$ cat config.mk
export PLATFORM = sky130hd
export DESIGN_NAME = row_selector
export DESIGN_NICKNAME = d
export VERILOG_FILES = /design/src/rtl/row_selector.sv
export SDC_FILE = /design/constraint.sdc
export NUM_CORES = 1
export LEC_CHECK = 0
export CAP_MARGIN = 10
export CORE_MARGIN = 2
export CORE_UTILIZATION = 60
export CTS_CLUSTER_SIZE = 8
export DETAILED_ROUTE_END_ITERATION = 10
export PLACE_DENSITY = 0.88
export RECOVER_POWER = 100
export SYNTH_ARGS = -nofsm -noshare
export SYNTH_HDL_FRONTEND = slang
export SYNTH_SLANG_ARGS = --single-unit
$ cat constraint.sdc
create_clock -name clk -period 4.2 [get_ports clk]
set_input_delay 0.84 -clock clk [delete_from_list [all_inputs] [get_ports clk]]
set_output_delay 0.84 -clock clk [all_outputs]
set_load 0.02 [all_outputs]
$ cat src/rtl/row_selector.sv
// Row scan responder: walks the column mux across one row, settles, votes
// three synchronized sensor samples per column and publishes the row word.
module row_selector #(
    parameter int unsigned NUM_COLUMNS   = 8,
    parameter int unsigned SEL_WIDTH     = 3,
    parameter int unsigned SETTLE_CYCLES = 256
) (
    input  logic                   clk,
    input  logic                   reset,
    input  logic                   startSelector,
    input  logic                   sensorBit,
    output logic [SEL_WIDTH-1:0]   columnSelect,
    output logic                   sensorEnable,
    output logic                   busy,
    output logic [NUM_COLUMNS-1:0] rowData,
    output logic                   rowValid,
    output logic                   selectorComplete
);

    localparam int unsigned CNT_WIDTH = (SETTLE_CYCLES > 1) ? $clog2(SETTLE_CYCLES) : 1;
    localparam logic [SEL_WIDTH-1:0] LAST_COL    = SEL_WIDTH'(NUM_COLUMNS - 1);
    localparam logic [CNT_WIDTH-1:0] LAST_SETTLE = CNT_WIDTH'(SETTLE_CYCLES - 1);

    typedef enum logic [2:0] {
        IDLE   = 3'd0,
        SELECT = 3'd1,
        SAMPLE = 3'd2,
        STORE  = 3'd3,
        DONE   = 3'd4
    } state_t;

    state_t                 state_q, state_d;
    logic [SEL_WIDTH-1:0]   column_q, column_d;
    logic [CNT_WIDTH-1:0]   settle_q, settle_d;
    logic [1:0]             idx_q, idx_d;
    logic [2:0]             samples_q, samples_d;
    logic [NUM_COLUMNS-1:0] shadow_q, shadow_d;
    logic [NUM_COLUMNS-1:0] row_d;
    logic [1:0]             sync_q;
    logic                   vote;
    logic                   scanning_d;
    logic                   busy_d;
    logic                   done_d;
    logic [SEL_WIDTH-1:0]   column_sel_d;

    // Two-flop synchronizer for the asynchronous sensor output
    always_ff @(posedge clk) begin
        if (reset) begin
            sync_q <= '0;
        end else begin
            sync_q <= {sync_q[0], sensorBit};
        end
    end

    assign vote = (samples_q[0] & samples_q[1]) |
                  (samples_q[0] & samples_q[2]) |
                  (samples_q[1] & samples_q[2]);

    // Next-state, datapath and next-output decode
    always_comb begin
        state_d      = state_q;
        column_d     = column_q;
        settle_d     = settle_q;
        idx_d        = idx_q;
        samples_d    = samples_q;
        shadow_d     = shadow_q;
        row_d        = rowData;

        unique case (state_q)
            IDLE: begin
                if (startSelector) begin
                    state_d  = SELECT;
                    column_d = '0;
                    settle_d = '0;
                    shadow_d = '0;
                end
            end
            SELECT: begin
                if (settle_q == LAST_SETTLE) begin
                    state_d = SAMPLE;
                    idx_d   = 2'd0;
                end else begin
                    settle_d = settle_q + CNT_WIDTH'(1);
                end
            end
            SAMPLE: begin
                case (idx_q)
                    2'd0:    samples_d[0] = sync_q[1];
                    2'd1:    samples_d[1] = sync_q[1];
                    default: samples_d[2] = sync_q[1];
                endcase
                if (idx_q == 2'd2) begin
                    state_d = STORE;
                end else begin
                    idx_d = idx_q + 2'd1;
                end
            end
            STORE: begin
                shadow_d[column_q] = vote;
                if (column_q == LAST_COL) begin
                    state_d = DONE;
                    // Publish together with the final column so rowData is valid with rowValid
                    row_d   = shadow_d;
                end else begin
                    state_d  = SELECT;
                    column_d = column_q + SEL_WIDTH'(1);
                    settle_d = '0;
                end
            end
            DONE: begin
                state_d = IDLE;
            end
            default: begin
                state_d = IDLE;
            end
        endcase

        scanning_d   = (state_d == SELECT) || (state_d == SAMPLE) || (state_d == STORE);
        busy_d       = (state_d != IDLE);
        done_d       = (state_d == DONE);
        column_sel_d = scanning_d ? column_d : '0;
    end

    // State, datapath and registered outputs
    always_ff @(posedge clk) begin
        if (reset) begin
            state_q          <= IDLE;
            column_q         <= '0;
            settle_q         <= '0;
            idx_q            <= '0;
            samples_q        <= '0;
            shadow_q         <= '0;
            rowData          <= '0;
            columnSelect     <= '0;
            sensorEnable     <= 1'b0;
            busy             <= 1'b0;
            rowValid         <= 1'b0;
            selectorComplete <= 1'b0;
        end else begin
            state_q          <= state_d;
            column_q         <= column_d;
            settle_q         <= settle_d;
            idx_q            <= idx_d;
            samples_q        <= samples_d;
            shadow_q         <= shadow_d;
            rowData          <= row_d;
            columnSelect     <= column_sel_d;
            sensorEnable     <= scanning_d;
            busy             <= busy_d;
            rowValid         <= done_d;
            selectorComplete <= done_d;
        end
    end

endmodule

== After elaboration in Yosys (flattened, before gate mapping) ==
Cells that the tools add are included.

* Bits in registers: 43
* Input port bits: 4
* Output and inout port bits: 15

* Bitwise gates (word level): 7
* Muxes and demuxes: 19
* $add $sub $neg: 3
* Order comparisons: 2
* Reductions and logical operators: 18
* Equality and inequality tests: 16

{| class="wikitable"
|+ Operators with widths
! kind !! count
|-
| 8-bit two-way mux || 3
|-
| 8-bit one-hot mux with 3 select lines || 1
|-
| 3-bit two-way mux || 6
|-
| 8-bit one-hot mux with 2 select lines || 1
|-
| 3-bit by 2-bit equality test with 1-bit output, second input constant || 4
|-
| 3-bit one-hot mux with 4 select lines || 1
|-
| 2-bit inequality test, second input constant || 5
|-
| 2-bit AND reduction || 5
|-
| 8-bit by 1-bit adder with 8-bit output, second input constant || 1
|-
| 8-bit bitwise mux || 1
|-
| 8-bit equality test, second input constant || 1
|-
| 3-bit by 1-bit equality test with 1-bit output, second input constant || 2
|-
| 3-bit equality test, second input constant || 2
|-
| 3-bit one-hot mux with 2 select lines || 1
|-
| 3-bit nonzero test || 2
|-
| 3-bit by 4-bit < comparator with 1-bit output, second input constant || 1
|-
| 2-bit two-way mux || 2
|-
| 2-bit one-hot mux with 2 select lines || 1
|-
| 4-bit AND reduction || 1
|-
| 2-bit nonzero test || 2
|-
| 2-bit OR reduction || 2
|-
| 3-bit by 1-bit adder with 3-bit output, second input constant || 1
|-
| 1-bit AND || 3
|-
| 1-bit demux with 3-bit select || 1
|-
| other kinds (12) || 15
|}

== Depth between registers and ports, before layout ==
Gate-level depths: netlist of run 1.

* Depth in word-level cells: 8
* Mapped depth: 6
* Gate-level depth less buffers: 5

== Worst setup path after synthesis of run 1 ==
OpenSTA, ideal clock, no wires.

* Path kind: input-to-reg
* Start point: input reset
* End point: register shadow_q[1]
* Path buffers: 1
* Path slack: 2.265 ns
* Data required time: 4.078 ns
* Stages: 5
* Library setup time: 0.122 ns
* Arrival: 1.814 ns
* Path through: clkbuf_1 > inv_1 > and2_1 > and4_1 > a221o_1

{| class="wikitable"
|+ RTL lines
! what !! line !! RTL
|-
| start: declaration || 9 || <nowiki>input logic reset,</nowiki>
|-
| end signal: assignment || 145 || <nowiki>shadow_q <= shadow_d;</nowiki>
|-
| end: declaration || 37 || <nowiki>logic [NUM_COLUMNS-1:0] shadow_q, shadow_d;</nowiki>
|}

==> results of run 1 <==
[per-layer routing]
layer,vias up,track usage [%],wire length [µm]
met5,-,0,0
met4,0,9.317,62
met3,8,6.397,163
met2,36,38.10,1861
met1,788,28.01,1726
li1,789,-,-
[registers in the layout (all words and copies together), names as in the netlist]
signal and count:
rowData 8, selectorComplete 1, busy 1, idx_q 2
sync_q 2, shadow_q 8, columnSelect 3, samples_q 3
sensorEnable 1, settle_q 8, state_q 3, column_q 3
[critical path: stages]
cell	delay, ns
dlygate4sd3_1	0.99
inv_1	0.18
and2_0	0.21
nand3_1	0.25
inv_1	0.09
a22o_1	0.19
[through the flow]
stage	utilization (%)	hold slack (ns)	std cells	setup WS (ns)	area, µm²
finish	70.94	0.4681	269	1.706	2166
global route	70.94	0.4832	269	1.558	2166
CTS	71.31	0.4751	269	1.883	2177
detailed placement	69.55	0.4481	261	1.493	2123
global placement	69.55	0.4293	261	1.575	2123
floorplan	-	0.4138	208	2.265	1936
[layout make-up]
cell class                 count  area share, %
clock buffer                   6          1.906
clock inverter                 2         0.5777
inverter                       9          1.560
multi-input combinational    147          45.35
sequential                    43          39.75
tap                           44          2.542
timing repair buffer          18          8.319
[final timing paths]
check                                 start          end  slack [ns]  cells past startpoint
worst max-delay path                  reset   rowData[1]        1.71                      6
worst min-delay path              sync_q[0]    sync_q[1]        0.47                      1
worst max register to register  column_q[0]  settle_q[6]        2.06                      5
worst min register to register    sync_q[0]    sync_q[1]        0.47                      1
[cells in the mapped netlist, types with 2 or more instances]
library cell  number
nand3b_1           2
a21oi_1           12
or4_1              3
nor3_1             3
clkbuf_1           5
and2_1             2
nor3b_2            2
nand3_1            9
o21ai_1            2
nand2_1           20
o21ai_0            9
o31ai_1            5
a31oi_1            2
dfxtp_1           43
nor4b_1            2
and3_1             2
inv_1              8
nand2b_1           3
and4_1             2
mux2i_1            8
o211ai_1           2
nand4_1            3
o2bb2ai_1          6
nor2b_1            2
buf_2              2
nor3b_1            3
a21boi_0           2
nor2_1            12
ha_1               5
[cells by family after synthesis]
kind of cell,Yosys count
flops,43
compound gates,56
mux,8
simple gates,76
fa+ha+maj,6
xor+xnor,1
buf+inv,18
[where the power goes]
group / leakage (nW) / internal, mW / switching, mW / total, mW
sequential: 0.348 / 0.412 / 0.00495 / 0.417
clock: 0.0282 / 0.0646 / 0.128 / 0.193
combinational: 0.427 / 0.0127 / 0.0194 / 0.0322
[layout by cell type, fill, tap and decap left out, types with 3 or more instances in the layout]
cell type / count
a21oi_1: 12
dlygate4sd3_1: 17
ha_1: 5
o2bb2ai_1: 6
nand3_1: 10
dfxtp_1: 43
o31ai_1: 5
mux2i_1: 8
nand2b_1: 3
clkbuf_4: 5
inv_1: 8
nor2_1: 12
nand2_1: 20
o21ai_0: 11
nor3b_1: 3
nor3_1: 3
or4_1: 3
nand4_1: 3
==> flow_metrics.env, run 1 <==
export IMPL_synthAdderAreaFrac_pct=3.749
export IMPL_hold_path_class="reg2reg"
export IMPL_finalClockSkew_ns=0.01020
export IMPL_core_area_mm2=0.003053
export IMPL_gp_congestion=0.8061
export IMPL_avgSynthCellArea_um2=9.306
export IMPL_synth_fp_nets=217
export IMPL_nFillCells=245
export IMPL_ys_types=56
export IMPL_drt_iter0_markers=139
export IMPL_rows=20
export IMPL_die_h_um=60.80
export IMPL_final_hold_violation_count=0
export IMPL_min_period_over_period_pct=59.38
export IMPL_cts_resized=0
export IMPL_overflow=0
export IMPL_drc=0
export IMPL_diodes=0
export IMPL_dieArea_mm2=0.003696
export IMPL_multi_input_area_um2=982.2
export IMPL_grt_pass1_wl_um=6272
export IMPL_cts_buffer_depth=2
export IMPL_via_count=1621
export IMPL_yosys_area_top_type="dfxtp_1"
export IMPL_ctsHoldBuffers=0
export IMPL_register_area_um2=860.8
export IMPL_numCtsBuffers=5
export IMPL_yosysWarnings=0
export IMPL_grt_pass1_vias=1425
export IMPL_floorplan_initialDensity_pct=63.40
export IMPL_layout_drive_gt1_share_pct=6.667
export IMPL_clk_pin_slew_ns=0.12
export IMPL_cts_tree="yes"
export IMPL_max_vdd_ir_drop_mv=0.1777
export IMPL_synth_area_leaders="dfxtp_1 (44%), mux2i_1 (4.1%), nand2_1 (3.9%)"
export IMPL_power_mw=0.6423
export IMPL_critPathLaunchType="input pin"
export IMPL_syn_cell_area_mm2=0.001936
export IMPL_cp_required_ns=4.47
export IMPL_synthArstFlopShare_pct=0
export IMPL_routed_wl_um=3813
export IMPL_synthXorXnorAreaFrac_pct=0.4525
export IMPL_synth_simple_area_share_pct=23.14
export IMPL_synth_edf_count=0
export IMPL_clock_sinks=43
export IMPL_worstSetupEndpointType="register"
export IMPL_yosysSeqAreaShare_pct=44.47
export IMPL_clk_latency_ns=0.36
export IMPL_slew_violations=0
export IMPL_slew_headroom_pct=45.53
export IMPL_setup_viol=0
export IMPL_synth_compound_area_share_pct=19.84
export IMPL_grt_max_degree=20
export IMPL_ys_ff_latch=43
export IMPL_tns_ns=0
export IMPL_fin_crit_ns=2.494
export IMPL_rsz0062_at_grt="false"
export IMPL_synth_top_area_share_pct=44.47
export IMPL_io_pins=19
export IMPL_nNetsFinal=233
export IMPL_synth_main_ff_cell="dfxtp_1"
export IMPL_powerDensity_mw_per_mm2=296.6
export IMPL_crit_type="in2reg"
export IMPL_p_leak_nw=0.8035
export IMPL_cts_root_buf="clkbuf_4"
export IMPL_dr_pass1_iters=4
export IMPL_htree_levels=2
export IMPL_antenna_found_initial=0
export IMPL_die_x_um=60.80
export IMPL_ant_nets=0
export IMPL_io_buffers=18
export IMPL_wl_per_cell_um=14.17
export IMPL_track_usage_pct=22.92
export IMPL_cts_setup_buffers=0
export IMPL_fmax_ghz=0.4010
export IMPL_arrival_ns=2.76
export IMPL_via_per_inst=6.026
export IMPL_syn_inst=208
export IMPL_status="completed"
export IMPL_muxShareOfSynthArea_pct=4.137
export IMPL_dpl_hpwl_um=2790
export IMPL_area_growth_pct=11.89
export IMPL_max_cap_violations=0
export IMPL_synth_top_family_by_area="simple AND/OR/NAND/NOR gates"
export IMPL_worst_slew_pin_slew_ns=0.8085
export IMPL_crit_fanout=19
No activity file was read; power rests on OpenSTA's default activity.
==> run 2, diff against run 1 <==
CORE_UTILIZATION = 56   (was 60)
PLACE_DENSITY = 0.83   (was 0.88)
clock period = 2.5 ns   (was 4.2 ns; I/O delays follow)
==> run 2 against run 1 <==
Net effect: register-to-register slack got worse by 1.6 ns; first-iteration DRC count decreased by 8.6%; non-clock buffer count increased by 1; sequential power increased by 68%; core utilization decreased by 6.1 points; via count decreased by 4.6%; power increased by 68%; sequential cell count unchanged; clock-buffer cell count unchanged; critical path depth decreased by 1; critical path type is now reg2reg; largest cell class unchanged; largest power group unchanged.
==> flow_metrics.env, run 2 (same netlist as run 1, synthesis figures left out) <==
export IMPL_numCtsBuffers=5
export IMPL_min_period_over_period_pct=79.61
export IMPL_comb_power_share_pct=5.0
export IMPL_fin_util_pct=64.83
export IMPL_htree_levels=2
export IMPL_dpl_hpwl_um=2499
export IMPL_layout_commonest_cell="dfxtp_1"
export IMPL_slew_violations=0
export IMPL_fmax_ghz=0.5025
export IMPL_drt_iter0_markers=127
export IMPL_cts_tree="yes"
export IMPL_top_regs="rowData (8), settle_q (8), shadow_q (8)"
export IMPL_pwr_share_seq_pct=64.8
export IMPL_register_area_um2=860.8
export IMPL_clk_pin_slew_ns=0.12
export IMPL_antenna_found_initial=0
export IMPL_io_pins=19
export IMPL_cts_root_buf="clkbuf_4"
export IMPL_status="completed"
export IMPL_dr_pass1_iters=4
export IMPL_clk_latency_ns=0.36
export IMPL_ant_nets=0
export IMPL_powerDensity_mw_per_mm2=499.5
export IMPL_rows=21
export IMPL_swShare_pct=23.85
export IMPL_fin_crit_ns=1.990
export IMPL_p_leak_nw=0.8017
export IMPL_crit_type="reg2reg"
export IMPL_via_count=1546
export IMPL_finalClockSkew_ns=0.002582
export IMPL_core_area_mm2=0.003337
export IMPL_post_dp_cell_area_mm2=0.002133
export IMPL_p_int_mw=0.8228
export IMPL_dieArea_mm2=0.003943
export IMPL_final_cell_area_mm2=0.002163
export IMPL_grt_max_degree=16
export IMPL_rsz0062_at_grt="false"
export IMPL_final_cell_mix="dfxtp_1 (43), nand2_1 (20), dlygate4sd3_1 (16), a21oi_1 (13), nor2_1 (12)"
export IMPL_final_hold_violation_count=0
export IMPL_grt_pass1_vias=1385
export IMPL_layout_drive_gt1_share_pct=6.195
export IMPL_hold_path_class="reg2reg"
export IMPL_worst_slew_pin_slew_ns=0.6956
export IMPL_gp_congestion=0.8542
export IMPL_via_per_inst=5.684
export IMPL_post_place_ws_ns=0.3619
export IMPL_ctsHoldBuffers=0
export IMPL_layout_cells_non_filler=272
export IMPL_critPathLaunchType="register"
export IMPL_nFillCells=290
export IMPL_cp_required_ns=2.80
export IMPL_drc=0
export IMPL_arrival_ns=2.29
export IMPL_cts_setup_buffers=0
export IMPL_crit_fanout=12
export IMPL_p_clk_share_pct=30.2
export IMPL_routed_wl_um=3492
export IMPL_cts_buffer_depth=2
export IMPL_slew_headroom_pct=53.41
export IMPL_grt_pass1_wl_um=6003
export IMPL_clock_sinks=43
export IMPL_max_vdd_ir_drop_mv=0.3428
export IMPL_nNetsFinal=234
export IMPL_worstSetupEndpointType="register"
export IMPL_place_inst=264
export IMPL_io_buffers=18
export IMPL_max_cap_violations=0
export IMPL_track_usage_pct=19.59
export IMPL_power_switching_mw=0.2577
export IMPL_multi_input_area_um2=973.4
export IMPL_die_x_um=62.79
export IMPL_wl_per_cell_um=12.84
export IMPL_diodes=0
export IMPL_setup_ws_ns=0.5098
export IMPL_setup_viol=0
export IMPL_area_growth_pct=11.76
export IMPL_overflow=0
export IMPL_die_h_um=62.79
export IMPL_tns_ns=0
export IMPL_floorplan_initialDensity_pct=58.01
export IMPL_cts_resized=0
[run 2: cell types whose count changed in the layout (fill, tap and decap cells not counted), sizes merged]
cell and delta:
dlygate4sd3 -1, clkdlybuf4s50 +1, clkbuf +1
[run 2: metal layers]
layer | part of all wire (%) | GRT usage (%) | wire length, µm | vias to the layer above
met2 | 45 | 29.97 | 1557 | 20
met3 | 3.1 | 4.685 | 108 | 8
met4 | 2.4 | 11.67 | 84 | 0
met1 | 50 | 25.11 | 1742 | 723
met5 | 0 | 0 | 0 | -
li1 | - | - | - | 795
[run 2: critical path: stages (launching register included)]
cell and delay [ns]:
dfxtp_1 0.45, ha_1 0.32, a21boi_0 0.35, o21ai_2 0.18, or4_1 0.49, a21oi_1 0.14
[run 2: layout make-up]
class | instances | area share [%]
clock buffers | 6 | 1.909
well taps | 46 | 2.661
multi-input cells | 147 | 45.00
repair buffers | 19 | 8.502
flip-flops and latches | 43 | 39.79
inverters | 9 | 1.562
clock inverters | 2 | 0.5784
[run 2: path summary, 6_finish.rpt]
kind | end | slack (ns) | start | cells after the start
min reg2reg | sync_q[1] | 0.45 | sync_q[0] | 1
max reg2reg | settle_q[4] | 0.51 | column_q[0] | 5
max | settle_q[4] | 0.51 | column_q[0] | 5
min | sync_q[1] | 0.45 | sync_q[0] | 1
[run 2: stage by stage]
| step | power (mW) | hold slack (ns) |
|---|---|---|
| final | 1.080 | 0.4519 |
| after global routing | 1.129 | 0.4703 |
| after CTS | 1.093 | 0.4578 |
| after detailed placement | 0.7728 | 0.4299 |
| after global placement | 0.7720 | 0.4235 |
| after floorplan | 0.7535 | 0.4138 |
[run 2: power by group through the flow]
stage          logic, mW  registers [mW]  clock network [mW]
3_5_place_dp      0.0568           0.716                   0
5_1_grt           0.0602           0.703               0.366
4_1_cts           0.0572           0.701               0.335
3_3_place_gp      0.0565           0.716                   0
2_1_floorplan     0.0385           0.715                   0
6_report          0.0536           0.700               0.326
==> variant 1, RTL diff (flow settings as in run 2) <==
Re-encode `state_t` (5 states) as one-hot, 5 bits wide.
--- a/src/rtl/row_selector.sv
+++ b/src/rtl/row_selector.sv
@@ -21,12 +21,12 @@
     localparam logic [SEL_WIDTH-1:0] LAST_COL    = SEL_WIDTH'(NUM_COLUMNS - 1);
     localparam logic [CNT_WIDTH-1:0] LAST_SETTLE = CNT_WIDTH'(SETTLE_CYCLES - 1);
 
-    typedef enum logic [2:0] {
-        IDLE   = 3'd0,
-        SELECT = 3'd1,
-        SAMPLE = 3'd2,
-        STORE  = 3'd3,
-        DONE   = 3'd4
+    typedef enum logic [4:0] {
+        IDLE   = 5'b00001,
+        SELECT = 5'b00010,
+        SAMPLE = 5'b00100,
+        STORE  = 5'b01000,
+        DONE   = 5'b10000
     } state_t;
 
     state_t                 state_q, state_d;
Function: no difference found for any inputs over 10 cycles, from zero or initial values and one cycle with reset high; not proved beyond that.
==> variant 1 against run 2 <==
Sequential cell count up 2. Setup slack worse by 160 ps. Routed wire length up 8.4%. Clock skew up 7.6 ps. Sequential power up 4.4%. Count of clock-buffer cells in the layout down 1. Design area up 3.9%. Total power up 6.0%. Synthesized area up 2.3%.
==> variant 1: results (changes against run 2) <==
| Metric | Value |
|---|---|
| Filler cell count | 292 (+0.69%) |
| Clock skew after layout | 10.22 ps (+7.641 ps) |
| LEAKAGE | 0.8176 nW (+2.0%) |
| Met2 global-route usage | 34.74% (+4.8 points) |
| Clock root buffer | sky130_fd_sc_hd__clkbuf_4 |
| Detail-routed net length per standard cell | 13.52 um (+5.3%) |
| Number of instances in the synthesized netlist | 216 (+3.8%) |
| DP Worst Slack | 305.9 ps (-55.98 ps) |
| Start of the worst register-to-register path | state_q[1] |
| Critical-path maximum fanout | 10 (-2) |
| Number of nets in the synthesized netlist | 225 (+3.7%) |
| Worst path arrival time | 2470 ps (+180 ps) |
| Weighted congestion reported at the end of routability-driven placement | 0.8382 (-1.9%) |
| Largest registers in the final layout | rowData (8), settle_q (8), shadow_q (8) |
| Detailed-route vias per instance | 5.929 (+4.3%) |
| Pin count of the biggest net entering global routing | 25 (+9) |
| First-pass GRT wire length | 6.686 mm (+11%) |
| Fraction of final layout cells with drive strength greater than 1 | 7.265% (+1.1 points) |
| Post-DP Area | 2195 um2 (+2.9%) |
| Number of global-route vias before repair | 1474 (+6.4%) |
| Async SR Flop Fraction | 0% (unchanged) |
| Placed wire-length estimate after detailed placement | 2.711 mm (+8.5%) |
| Capture point of the worst reg-to-reg path | idx_q[0] |
| Seq/Total Area, Yosys | 45.48% (+1.0 points) |
| Global-route usage over all layers | 20.92% (+1.3 points) |
| Footprint of the multi-input gates | 984.7 um2 (+1.2%) |
| Outcome | finished clean |
| Power spent charging and discharging nets | 0.2851 mW (+11%) |
| Hold path endpoint | rowData[0] |
| Hold Slack | 459.1 ps (+7.243 ps) |
| Placed instance count | 272 (+3.0%) |
| Reg2Reg Setup Slack | 350 ps (-160 ps) |
| Global-route met3 utilization | 4.286% (-0.40 points) |
| Worst-Margin Slew | 838.6 ps (+143.0 ps) |
| Most frequent cells after synthesis | sky130_fd_sc_hd__dfxtp_1 (45), sky130_fd_sc_hd__nor2_1 (17), sky130_fd_sc_hd__a21oi_1 (12) |
| Number of different library cells in the post-synthesis netlist | 48 (-14%) |
| Min-Delay Path Depth | 2 (+1) |
| Top cells by area, synth | sky130_fd_sc_hd__dfxtp_1 (45%), sky130_fd_sc_hd__mux2i_1 (3.5%), sky130_fd_sc_hd__nor2_1 (3.2%) |
| Via Count | 1660 (+7.4%) |
| Worst supply voltage drop on vdd | 0.3181 mV (-7.2%) |
| Number of violations reported at the end of detailed-routing iteration 0 | 65 (-49%) |
| Worst Reg-to-Reg Cells | 4 (-1) |
| Met1 layer usage reported by global route | 26.24% (+1.1 points) |
| Nets@finish | 242 (+3.4%) |
| Crit-path max cell delay | 580 ps (+90 ps) |
| Hold wc startpoint | rowData[0] |
==> variant 1: per-layer routing <==
metal  vias to the layer above  part of all wire, %  wire, um
met4                         0                  1.8        68
li1                        830                    -         -
met3                         7                  4.2       160
met1                       787                   46      1732
met5                         -                    0         0
met2                        36                   48      1826
==> variant 1: cell type report <==
cell class | instances | share of cell area, %
multi-input cells | 149 | 43.82
clock inverters | 3 | 1.002
flip-flops and latches | 45 | 40.09
inverters | 10 | 1.670
well taps | 46 | 2.561
clock buffers | 5 | 1.670
repair buffers | 22 | 9.187
==> variant 1: power by group through the flow <==
stage	Clock (mW)	Sequential, mW	Combinational [mW]
2_1_floorplan	0	0.746	0.0424
3_3_place_gp	0	0.747	0.0644
3_5_place_dp	0	0.747	0.0653
4_1_cts	0.361	0.731	0.0659
5_1_grt	0.386	0.733	0.0686
6_report	0.352	0.731	0.0626
==> variant 1: worst max-delay path, delay by kind of cell (launching register included) <==
family           cells  cell delay [ps]
AND/OR/NAND/NOR      2             1000
AO/OA/AOI/OAI        2              580
flip-flops           1              520
==> variant 1: logic make-up after synthesis <==
kind of cell / count (synthesis) / synth area share, %
AND/OR/NAND/NOR: 79 / 22.55
AO/OA/AOI/OAI: 53 / 18.13
flip-flops: 45 / 45.48
buffers and inverters: 22 / 4.611
multiplexers: 9 / 4.675
adder cells (fa/ha/maj): 6 / 3.664
XOR/XNOR: 2 / 0.8846
==> variant 1: how the worst max path moves through the flow <==
stage | endpoint | from | slack, ps
after floorplan | idx_q[1] | state_q[1] | 630
after global placement | shadow_q[3] | reset | 360
after detailed placement | columnSelect[0] | reset | 310
after CTS | idx_q[1] | state_q[1] | 420
after global routing | settle_q[5] | state_q[1] | 230
final | idx_q[0] | state_q[1] | 350
==> variant 2, RTL diff (settings of run 2) <==
Without the edit above. The parameter `NUM_COLUMNS` goes from 8 to 4.
--- a/src/rtl/row_selector.sv
+++ b/src/rtl/row_selector.sv
@@ -1,7 +1,7 @@
 // Row scan responder: walks the column mux across one row, settles, votes
 // three synchronized sensor samples per column and publishes the row word.
 module row_selector #(
-    parameter int unsigned NUM_COLUMNS   = 8,
+    parameter int unsigned NUM_COLUMNS   = 4,
     parameter int unsigned SEL_WIDTH     = 3,
     parameter int unsigned SETTLE_CYCLES = 256
 ) (
Ports: changed (resized rowData); port bits go from 19 to 15. No check against the original RTL was run, so the function may have changed too.
==> variant 2 against run 2 <==
Sequential share of layout area shrank 2.6 points. Synthesized cell count shrank 13%. Critical path depth is the same. Total power shrank 14%. Final cell count shrank 16%. Design area shrank 15%. Via count shrank 16%. Routed wire length shrank 9.4%. Setup slack lost 80 ps. Non-clock buffer count shrank 2. Sequential cell count shrank 9. Synthesized area shrank 15%. Critical path type is now in2reg. Critical endpoint is now column_q[1]. Largest cell class unchanged.
==> variant 2: results (changes against run 2) <==
| Metric | Value |
|---|---|
| Outcome | finished clean |
| First-pass GRT wire length | 5.644 mm (-6.0%) |
| Number of violations reported at the end of detailed-routing iteration 0 | 44 (-65%) |
| Post-DP Area | 1782 um2 (-16%) |
| Net Sw Frac | 23.70% (-0.15 points) |
| Area fraction in compound gates after synthesis | 18.48% (-1.4 points) |
| Worst Reg-to-Reg Cells | 4 (-1) |
| Storage cell area | 680.7 um2 (-21%) |
| Mapped Avg Cell Area | 9.040 um2 (-2.9%) |
| Most frequent cells after synthesis | sky130_fd_sc_hd__dfxtp_1 (34), sky130_fd_sc_hd__nand2_1 (15), sky130_fd_sc_hd__inv_1 (13), sky130_fd_sc_hd__nor2_1 (13), sky130_fd_sc_hd__a21oi_1 (11) |
| DP Worst Slack | 239.2 ps (-122.7 ps) |
| Clock latency on the worst-skew pair | 340 ps (-20 ps) |
| Top cells by area, synth | sky130_fd_sc_hd__dfxtp_1 (41%), sky130_fd_sc_hd__ha_1 (6.1%), sky130_fd_sc_hd__mux2i_1 (5.5%) |
| Seq/Total Area, Yosys | 41.37% (-3.1 points) |
| Clock skew after layout | 12.47 ps (+9.889 ps) |
| Weighted congestion reported at the end of routability-driven placement | 0.8231 (-3.6%) |
| Clock input transition at the sequential cells of the worst setup and hold paths | 100 ps (-20 ps) |
| CTS sink count | 34 (-21%) |
| Number of different library cells in the post-synthesis netlist | 42 (-25%) |
| Crit-path max cell delay | 560 ps (+70 ps) |
| Start of the worst register-to-register path | state_q[1] |
| Worst-Margin Slew | 885.0 ps (+189.4 ps) |
| Fraction of synthesized area in multiplexers | 5.475% (+1.3 points) |
| Nets@finish | 208 (-11%) |
| Synth Area in Adders | 6.692% (+2.9 points) |
| Placed wire-length estimate after detailed placement | 2.345 mm (-6.2%) |
| Number of nets in the synthesized netlist | 194 (-11%) |
| Post-synthesis xor/xnor area fraction | 0% (-0.45 points) |
| Placed instance count | 220 (-17%) |
| Capture point of the worst reg-to-reg path | settle_q[1] |
| Count of input and output buffers | 14 (-4) |
| Detail-routed net length per standard cell | 13.88 um (+8.1%) |
| Number of global-route vias before repair | 1284 (-7.3%) |
| Non-Filler Instances | 228 (-16%) |
| Pin count of the biggest net entering global routing | 20 (+4) |
| Fraction of final layout cells with drive strength greater than 1 | 8.122% (+1.9 points) |
| Hold Slack | 457.3 ps (+5.459 ps) |
| Standard cell with the maximum stage delay on the critical path | sky130_fd_sc_hd__dlygate4sd3_1 |
| LEAKAGE | 0.6570 nW (-18%) |
| Detailed-route vias per instance | 5.724 (+0.70%) |
| Critical-path maximum fanout | 16 (+4) |
| Worst path arrival time | 2270 ps (-20 ps) |
| Filler cell count | 228 (-21%) |
variant 2: changes by cell type after synthesis, sizes merged, moves of 4 or more:
cell / change
a21boi: -4
nor4: +5
dfxtp: -9
o31ai: -4
inv: +4
o211ai: +8
buf: +4
a211oi: +5
o21ai: -4
nand3: -6
nand2: -5
variant 2: cells by family after synthesis:
logic type,after synthesis
and+or+nand+nor,63
DFF,34
adders and majority gates,9
AOI/OAI and AO/OA,44
buffers and inverters,23
muxes,9
variant 2: worst max-delay path by stage:
stage	from	slack (ps)	cells past startpoint	to
finish	startSelector	430	5	column_q[1]
global route	state_q[1]	270	4	settle_q[1]
CTS	startSelector	610	5	columnSelect[1]
detailed placement	startSelector	240	5	columnSelect[1]
global placement	startSelector	270	5	columnSelect[1]
floorplan	settle_q[0]	750	5	settle_q[2]
variant 2: per-layer routing:
metal	wire, um	track usage, %	vias up
li1	-	-	678
met1	1452	26.98	596
met2	1535	36.85	22
met3	113	6.250	9
met4	63	10.96	0
met5	0	0	-
variant 2: power groups by stage:
stage          sequential (mW)  combinational [mW]  clock, mW
4_1_cts                  0.555              0.0677      0.323
6_report                 0.555              0.0649      0.312
5_1_grt                  0.556              0.0720      0.339
3_5_place_dp             0.568              0.0672          0
2_1_floorplan            0.568              0.0482          0
3_3_place_gp             0.567              0.0640          0
variant 2: cell type report:
cell class	count	share of cell area [%]
Clock buffer	7	3.005
Clock inverter	1	0.2732
Inverter	13	2.664
Multi-Input combinational cell	125	46.11
Sequential cell	34	37.16
Tap cell	31	2.117
Timing Repair Buffer	17	8.675
variant 2: worst reg2reg max path: stages, from the launching register on:
cell	delay [ps]
sky130_fd_sc_hd__dfxtp_1	480
sky130_fd_sc_hd__nor3b_1	770
sky130_fd_sc_hd__a31o_1	350
sky130_fd_sc_hd__o21ai_0	160
sky130_fd_sc_hd__a21oi_1	160
